`src/rtl/sap2_ctrl_pkg.sv`:
```
// Shared constants and the combinational decode for the SAP-2 controller.
// Decode maps (T-state, opcode, flags) to the 16-line control word.
package sap2_ctrl_pkg;

    localparam logic [3:0] OpLda = 4'h0;
    localparam logic [3:0] OpAdd = 4'h1;
    localparam logic [3:0] OpSub = 4'h2;
    localparam logic [3:0] OpSta = 4'h3;
    localparam logic [3:0] OpLdi = 4'h4;
    localparam logic [3:0] OpJmp = 4'h5;
    localparam logic [3:0] OpJc  = 4'h6;
    localparam logic [3:0] OpJz  = 4'h7;
    localparam logic [3:0] OpOut = 4'hE;
    localparam logic [3:0] OpHlt = 4'hF;

    localparam logic [5:0] T1 = 6'b000001;
    localparam logic [5:0] T2 = 6'b000010;
    localparam logic [5:0] T3 = 6'b000100;
    localparam logic [5:0] T4 = 6'b001000;
    localparam logic [5:0] T5 = 6'b010000;
    localparam logic [5:0] T6 = 6'b100000;

    typedef enum logic [3:0] {
        CwCp, CwEp, CwLa, CwEa, CwLm, CwSu, CwEu, CwCe,
        CwLb, CwLi, CwEi, CwLo, CwWe, CwLj, CwLf, CwHlt
    } ctrl_bit_e;

    typedef logic [15:0] ctrl_word_t;

    function automatic ctrl_word_t decode_word(input logic [5:0] t_state,
                                               input logic [3:0] opcode,
                                               input logic       flag_c,
                                               input logic       flag_z,
                                               input bit         cond_jumps);
        ctrl_word_t w;
        w = '0;
        unique case (t_state)
            T1: begin w[CwEp] = 1'b1; w[CwLm] = 1'b1; end
            T2: w[CwCp] = 1'b1;
            T3: begin w[CwCe] = 1'b1; w[CwLi] = 1'b1; end
            T4: begin
                case (opcode)
                    OpLda, OpAdd, OpSub, OpSta: begin w[CwEi] = 1'b1; w[CwLm] = 1'b1; end
                    OpLdi: begin w[CwEi] = 1'b1; w[CwLa] = 1'b1; end
                    OpJmp: begin w[CwEi] = 1'b1; w[CwLj] = 1'b1; end
                    OpJc: if (cond_jumps) begin w[CwEi] = 1'b1; w[CwLj] = flag_c; end
                    OpJz: if (cond_jumps) begin w[CwEi] = 1'b1; w[CwLj] = flag_z; end
                    OpOut: begin w[CwEa] = 1'b1; w[CwLo] = 1'b1; end
                    OpHlt: w[CwHlt] = 1'b1;
                    default: ;
                endcase
            end
            T5: begin
                case (opcode)
                    OpLda: begin w[CwCe] = 1'b1; w[CwLa] = 1'b1; end
                    OpAdd, OpSub: begin w[CwCe] = 1'b1; w[CwLb] = 1'b1; end
                    OpSta: begin w[CwEa] = 1'b1; w[CwWe] = 1'b1; end
                    default: ;
                endcase
            end
            T6: begin
                if (opcode == OpAdd || opcode == OpSub) begin
                    w[CwLa] = 1'b1;
                    w[CwEu] = 1'b1;
                    w[CwLf] = 1'b1;
                    w[CwSu] = (opcode == OpSub);
                end
            end
            default: ;
        endcase
        return w;
    endfunction

    // HLT is never a last step: the ring freezes at T4 instead.
    function automatic logic is_last_step(input logic [5:0] t_state, input logic [3:0] opcode);
        logic last;
        last = 1'b0;
        case (t_state)
            T4: last = !(opcode inside {OpLda, OpAdd, OpSub, OpSta, OpHlt});
            T5: last = (opcode inside {OpLda, OpSta});
            T6: last = 1'b1;
            default: last = 1'b0;
        endcase
        return last;
    endfunction

endpackage

```
`src/rtl/sap2_ring_counter.sv`:
```
// Six-bit one-hot T-state ring, falling-edge clocked, synchronous active-low clear to T1.
// Priority: clear, freeze, restart, advance.
module sap2_ring_counter
    import sap2_ctrl_pkg::*;
(
    input  logic       clock,
    input  logic       clear,
    input  logic       advance,
    input  logic       restart,
    input  logic       freeze,
    output logic [5:0] state
);

    always_ff @(negedge clock) begin
        if (!clear) begin
            state <= T1;
        end else if (freeze) begin
            state <= state;
        end else if (restart) begin
            state <= T1;
        end else if (advance) begin
            state <= {state[4:0], state[5]};
        end
    end

endmodule

```
`src/rtl/sap2_controller.sv`:
```
// SAP-2 controller: registered control word decoded from opcode, flags and the T-state ring.
// Everything updates on the falling edge so the datapath samples stable words on the rising edge.
module sap2_controller
    import sap2_ctrl_pkg::*;
#(
    parameter bit EARLY_END  = 1'b1,
    parameter bit COND_JUMPS = 1'b1
) (
    input  logic       clock,
    input  logic       clear,
    input  logic [3:0] instruction,
    input  logic       flag_c,
    input  logic       flag_z,
    output logic       cp,
    output logic       ep,
    output logic       la,
    output logic       ea,
    output logic       lm,
    output logic       su,
    output logic       eu,
    output logic       ce,
    output logic       lb,
    output logic       li,
    output logic       ei,
    output logic       lo,
    output logic       we,
    output logic       lj,
    output logic       lf,
    output logic       hlt,
    output logic [5:0] t_state
);

    ctrl_word_t ctrl_q;
    ctrl_word_t ctrl_d;
    logic       last_step;
    logic       halted;
    logic       ring_advance;
    logic       ring_restart;
    logic       ring_freeze;

    assign halted = ctrl_q[CwHlt];

    always_comb begin
        ctrl_d       = decode_word(t_state, instruction, flag_c, flag_z, COND_JUMPS);
        last_step    = is_last_step(t_state, instruction);
        ring_advance = !halted;
        ring_restart = EARLY_END && last_step && !halted;
        // The HLT word itself freezes the ring so t_state stays at T4.
        ring_freeze  = halted || ctrl_d[CwHlt];
    end

    sap2_ring_counter u_ring (
        .clock  (clock),
        .clear  (clear),
        .advance(ring_advance),
        .restart(ring_restart),
        .freeze (ring_freeze),
        .state  (t_state)
    );

    always_ff @(negedge clock) begin
        if (!clear) begin
            ctrl_q <= '0;
        end else if (halted) begin
            ctrl_q        <= '0;
            ctrl_q[CwHlt] <= 1'b1;
        end else begin
            ctrl_q <= ctrl_d;
        end
    end

    assign cp  = ctrl_q[CwCp];
    assign ep  = ctrl_q[CwEp];
    assign la  = ctrl_q[CwLa];
    assign ea  = ctrl_q[CwEa];
    assign lm  = ctrl_q[CwLm];
    assign su  = ctrl_q[CwSu];
    assign eu  = ctrl_q[CwEu];
    assign ce  = ctrl_q[CwCe];
    assign lb  = ctrl_q[CwLb];
    assign li  = ctrl_q[CwLi];
    assign ei  = ctrl_q[CwEi];
    assign lo  = ctrl_q[CwLo];
    assign we  = ctrl_q[CwWe];
    assign lj  = ctrl_q[CwLj];
    assign lf  = ctrl_q[CwLf];
    assign hlt = ctrl_q[CwHlt];

endmodule

```
`config.mk`:
```
export PLATFORM = sky130hd
export DESIGN_NAME = sap2_controller
export DESIGN_NICKNAME = d
export VERILOG_FILES = /design/src/rtl/sap2_ctrl_pkg.sv /design/src/rtl/sap2_ring_counter.sv /design/src/rtl/sap2_controller.sv
export SDC_FILE = /design/constraint.sdc
export NUM_CORES = 1
export LEC_CHECK = 0
export BUFFER_PORTS_ARGS = -buffer_cell sky130_fd_sc_hd__buf_4
export CAP_MARGIN = 15
export CELL_PAD_IN_SITES_DETAIL_PLACEMENT = 1
export CELL_PAD_IN_SITES_GLOBAL_PLACEMENT = 1
export CORE_MARGIN = 2
export CORE_UTILIZATION = 32
export DETAILED_ROUTE_END_ITERATION = 10
export GPL_ROUTABILITY_DRIVEN = 0
export PLACE_DENSITY_LB_ADDON = 0.1
export SLEW_MARGIN = 10
export SYNTH_ARGS = -nofsm -noshare
export SYNTH_HDL_FRONTEND = slang
export SYNTH_SLANG_ARGS = --single-unit
export TNS_END_PERCENT = 100
```
`constraint.sdc`:
```
create_clock -name clock -period 1.45 [get_ports clock]
set_clock_uncertainty 0.2 [all_clocks]
set_input_delay 0.29 -clock clock [delete_from_list [all_inputs] [get_ports clock]]
set_output_delay 0.29 -clock clock [all_outputs]
set_load 0.02 [all_outputs]
```
==> impl_metrics.toml, run 1 <==
[run_status]
lastStage = "global routing (5_1_grt)"
error = "[ERROR DPL-0033] detailed placement checks failed during check placement."
status = "aborted with a tool error"

[synthesis]
synth_area_per_cell_um2 = 9.26
yosysWarnings = 0
yosysTopAreaCellShare = 0.463
synth-seq-cells = 21
syn_area_um2 = 907
syn_nets = 106
synth_top_area_cell = "dfxtp_1"
synth_seq_area_share = 0.463
netlist_instances = 98
synth.top_cells.by_area = "dfxtp_1 (46%), nor2b_1 (3.4%), nand2_1 (3.3%)"
ys_types = 38

[global_route]
grt_max_degree = 13
antenna_found_initial = 0

[clock_network]
cts_buffer_depth = 2
numCtsBuffers = 3
ctsHtreeMaxLevel = 1
postCtsHoldBufs = 0
ctsRootBufferMaster = "clkbuf_4"
cts.sink_count = 21

[place]
io_buffers = 29
dp_slack_ns = -0.749
hpwl_um = 2120

[floorplanning]
io_pins = 30
die_x_um = 57.2
die_y_um = 57.2
initial_core_util = 0.332
rows = 19
==> cells in the mapped netlist (all sizes together) <==
cell type   n
nand4       3
dfxtp      21
nand4b      1
a31oi       3
a41oi       1
xnor2       1
or4         1
a22oi       1
nor2b       6
nor4        2
or3         2
nor3b       1
and2        2
a21oi       1
nand2       8
inv         4
nor3        6
and3        4
a211o       1
nand2b      3
o21ai       3
a2bb2oi     1
a21boi      1
clkbuf      3
o21bai      1
nor2        5
or3b        1
a32o        1
or2         2
nand3       6
a21o        1
buf         1
==> cells by family after synthesis <==
kind of cell | Yosys count | synth area share
AO/OA/AOI/OAI | 15 | 0.124
XOR/XNOR | 1 | 0.00966
buffers and inverters | 8 | 0.0372
flip-flops | 21 | 0.463
AND/OR/NAND/NOR | 53 | 0.366
==> metrics by stage <==
stage / cells / utilization / hold slack, ns / area (µm²)
detailed placement: 179 / 0.532 / 0.310 / 1460
CTS: 217 / 0.714 / 0.486 / 1950
floorplan: 98 / - / 0.309 / 1060
global placement: 179 / 0.532 / 0.306 / 1460
==> what timing repair did <==
item,CTS
pin swaps,18
setup endpoints to repair,43
gates resized for setup,64
buffers inserted,15
==> run 2: changes to the inputs <==
CELL_PAD_IN_SITES_DETAIL_PLACEMENT = default   (was 1)
CELL_PAD_IN_SITES_GLOBAL_PLACEMENT = default   (was 1)
CORE_AREA = 2 2 63 65   (was default)
CORE_MARGIN = default   (was 2)
CORE_UTILIZATION = default   (was 32)
DIE_AREA = 0 0 65 67   (was default)
PLACE_DENSITY_LB_ADDON = 0.15   (was 0.1)
clock period = 1.9 ns   (was 1.45 ns; I/O delays follow)
==> run 2 against run 1 <==
  * The flow now finishes, with violations (setup timing)
  * Synthesized area unchanged
  * Synthesized cell count unchanged
==> impl_metrics.toml, run 2 <==
[synthesis]
syn_area_um2 = 907
synth_edf_count = 0
synth_commonest_cells = "dfxtp_1 (21), nand2_1 (8)"
synth-seq-cells = 21
ys_types = 38
synth_top_area_cell = "dfxtp_1"
synth_seq_area_share = 0.463
synth_area_per_cell_um2 = 9.26
yosysTopAreaCellShare = 0.463
netlist_instances = 98
synth.top_cells.by_area = "dfxtp_1 (46%), nor2b_1 (3.4%), nand2_1 (3.3%)"
yosysWarnings = 0
synth-async-reset-ratio = 0
syn_nets = 106
post-synth-top-count-cell = "dfxtp_1"
synth_ff_type = "dfxtp_1"

[setup_path]
path_class = "flip-flop to output port"
required_ns = 1.32
path_cells = "buf_6"
slowest_stage = "dfxtp_4"
crit_path_max_incr_delay_ns = 0.34
crit_buf_inv = 1
cp.arrival_ns = 1.74
startpoint_type = "flip-flop"
endpoint_kind = "output port"
crit_fanout = 2
crit_family = "flip-flops"

[global_route]
grt_first_pass_wirelength_um = 4530
antenna_found_initial = 0
overflow = 0
grtUsageTotal = 0.138
grt_max_degree = 12
first_global_vias = 1021

[run_status]
status = "finished, violations left"
violations = "setup timing"

[floorplanning]
die_area_um2 = 4360
initial_core_util = 0.252
io_pins = 30
core_area_um2 = 3610
die_x_um = 65
rows = 22
die_y_um = 67

[layout]
largest_registers = "ctrl_q: 15 flops, u_ring.state: 6 flops"
final_nets = 186
regMostFlops = "ctrl_q"
drive_gt1_frac = 0.661
synthToLayoutAreaGrowth_pct = 109
final_common_cell = "buf_6"
final_cell_mix = "buf_6 (35), inv_1 (24), buf_4 (19), dfxtp_2 (13), dfxtp_4 (8)"
largest_register_ffs = 15
post-route-util = 0.525
antenna_cells = 0

[clock_network]
ctsHtreeMaxLevel = 1
cts_tree = "built"
clkSlewWorstSetupHoldPaths_ns = 0.04
cts_buffer_depth = 2
postCtsHoldBufs = 0
insertion_delay_ns = 0.33
numCtsBuffers = 3
ctsRootBufferMaster = "clkbuf_8"
cts.sink_count = 21

[power_and_ir_drop]
leakage_nw = 0.865
combPwrFrac = 0.177
p_seq_frac = 0.409
power.total_mw = 1.10
p_clk_frac = 0.414
p_per_area_nw_per_um2 = 582
swShare = 0.319
peakVddDrop_mv = 0.351
switching_power_mw = 0.352
intPower_mw = 0.751

[sta]
slew_headroom = 0.629
finalMaxSlewViolations = 0
hold_ws_ns = 0.405
hold_viol_final = 0
setup_violations = 40
fin_ws_ns = -0.422
tightest_slew_ns = 0.551
rsz0062_at_grt = "true"

[run]
cap_violations = 0

[drt]
ant_nets = 0
via_per_inst = 4.44
via_count = 1000
drt_pass1_iterations = 4
routed_wl_um = 2800
first_iter_violations = 21
wire_per_inst_um = 12.5
drc = 0

[place]
io_buffers = 29
hpwl_um = 1950

[worst_hold_path]
hold_class = "flip-flop to flip-flop"
-- run 2: cell counts after synthesis --
Identical to the previous run, type by type.
-- run 2: stage by stage --
step / instances / instance area (µm²) / TNS, ns / worst slack (ns)
2_1_floorplan: 98 / 1030 / -6.76 / -0.572
3_3_place_gp: 196 / 1440 / -11.80 / -0.592
6_report: 225 / 1890 / -11.30 / -0.422
5_1_grt: 225 / 1890 / -12.35 / -0.481
4_1_cts: 222 / 1810 / -11.26 / -0.435
3_5_place_dp: 196 / 1440 / -11.87 / -0.601
-- run 2: layer usage --
layer | GRT usage | vias up | wire [µm]
li1 | - | 510 | -
met1 | 0.153 | 451 | 1200
met2 | 0.220 | 33 | 1370
met3 | 0.0726 | 6 | 205
met4 | 0.0612 | 0 | 36
met5 | 0 | - | 0
-- run 2: final cells by class --
type                       instances  area [µm²]
tap                               48        60.1
timing repair buffer              59         617
fill                             338        1710
multi-input combinational         69         614
clock buffer                       3        41.3
sequential                        21         467
inverter                           3        11.3
clock inverter                    22        82.6
-- run 2: path summary, 6_finish.rpt --
kind	to	slack (ns)	cells past startpoint	startpoint
worst max-delay path	t_state[4]	-0.42	1	u_ring.state[4]
worst max register to register	ctrl_q[2]	-0.10	5	u_ring.state[1]
worst min register to register	ctrl_q[9]	0.41	2	u_ring.state[0]
worst min-delay path	ctrl_q[9]	0.41	2	u_ring.state[0]
-- run 2: logic make-up (layout without fill, tap and decap cells) --
kind of cell,after synthesis,after routing,synth area share
flops,21,21,0.463
compound gates,15,15,0.124
simple gates,53,53,0.366
xor+xnor,1,1,0.00966
buf+inv,8,87,0.0372
-- run 2: power groups by stage --
stage | sequential, mW | clock, mW | combinational (mW)
CTS | 0.451 | 0.486 | 0.180
finish | 0.451 | 0.456 | 0.195
global route | 0.450 | 0.557 | 0.208
global placement | 0.455 | 0.0705 | 0.146
detailed placement | 0.456 | 0.0705 | 0.147
floorplan | 0.474 | 0.0705 | 0.0618
-- run 2: timing repair --
item                                    in CTS  in global routing
pin swaps                                   14                 14
resized for setup                           59                 16
endpoints found under the setup margin      42                 39
setup buffers                                6                  5
No activity file was read; power rests on OpenSTA's default activity.
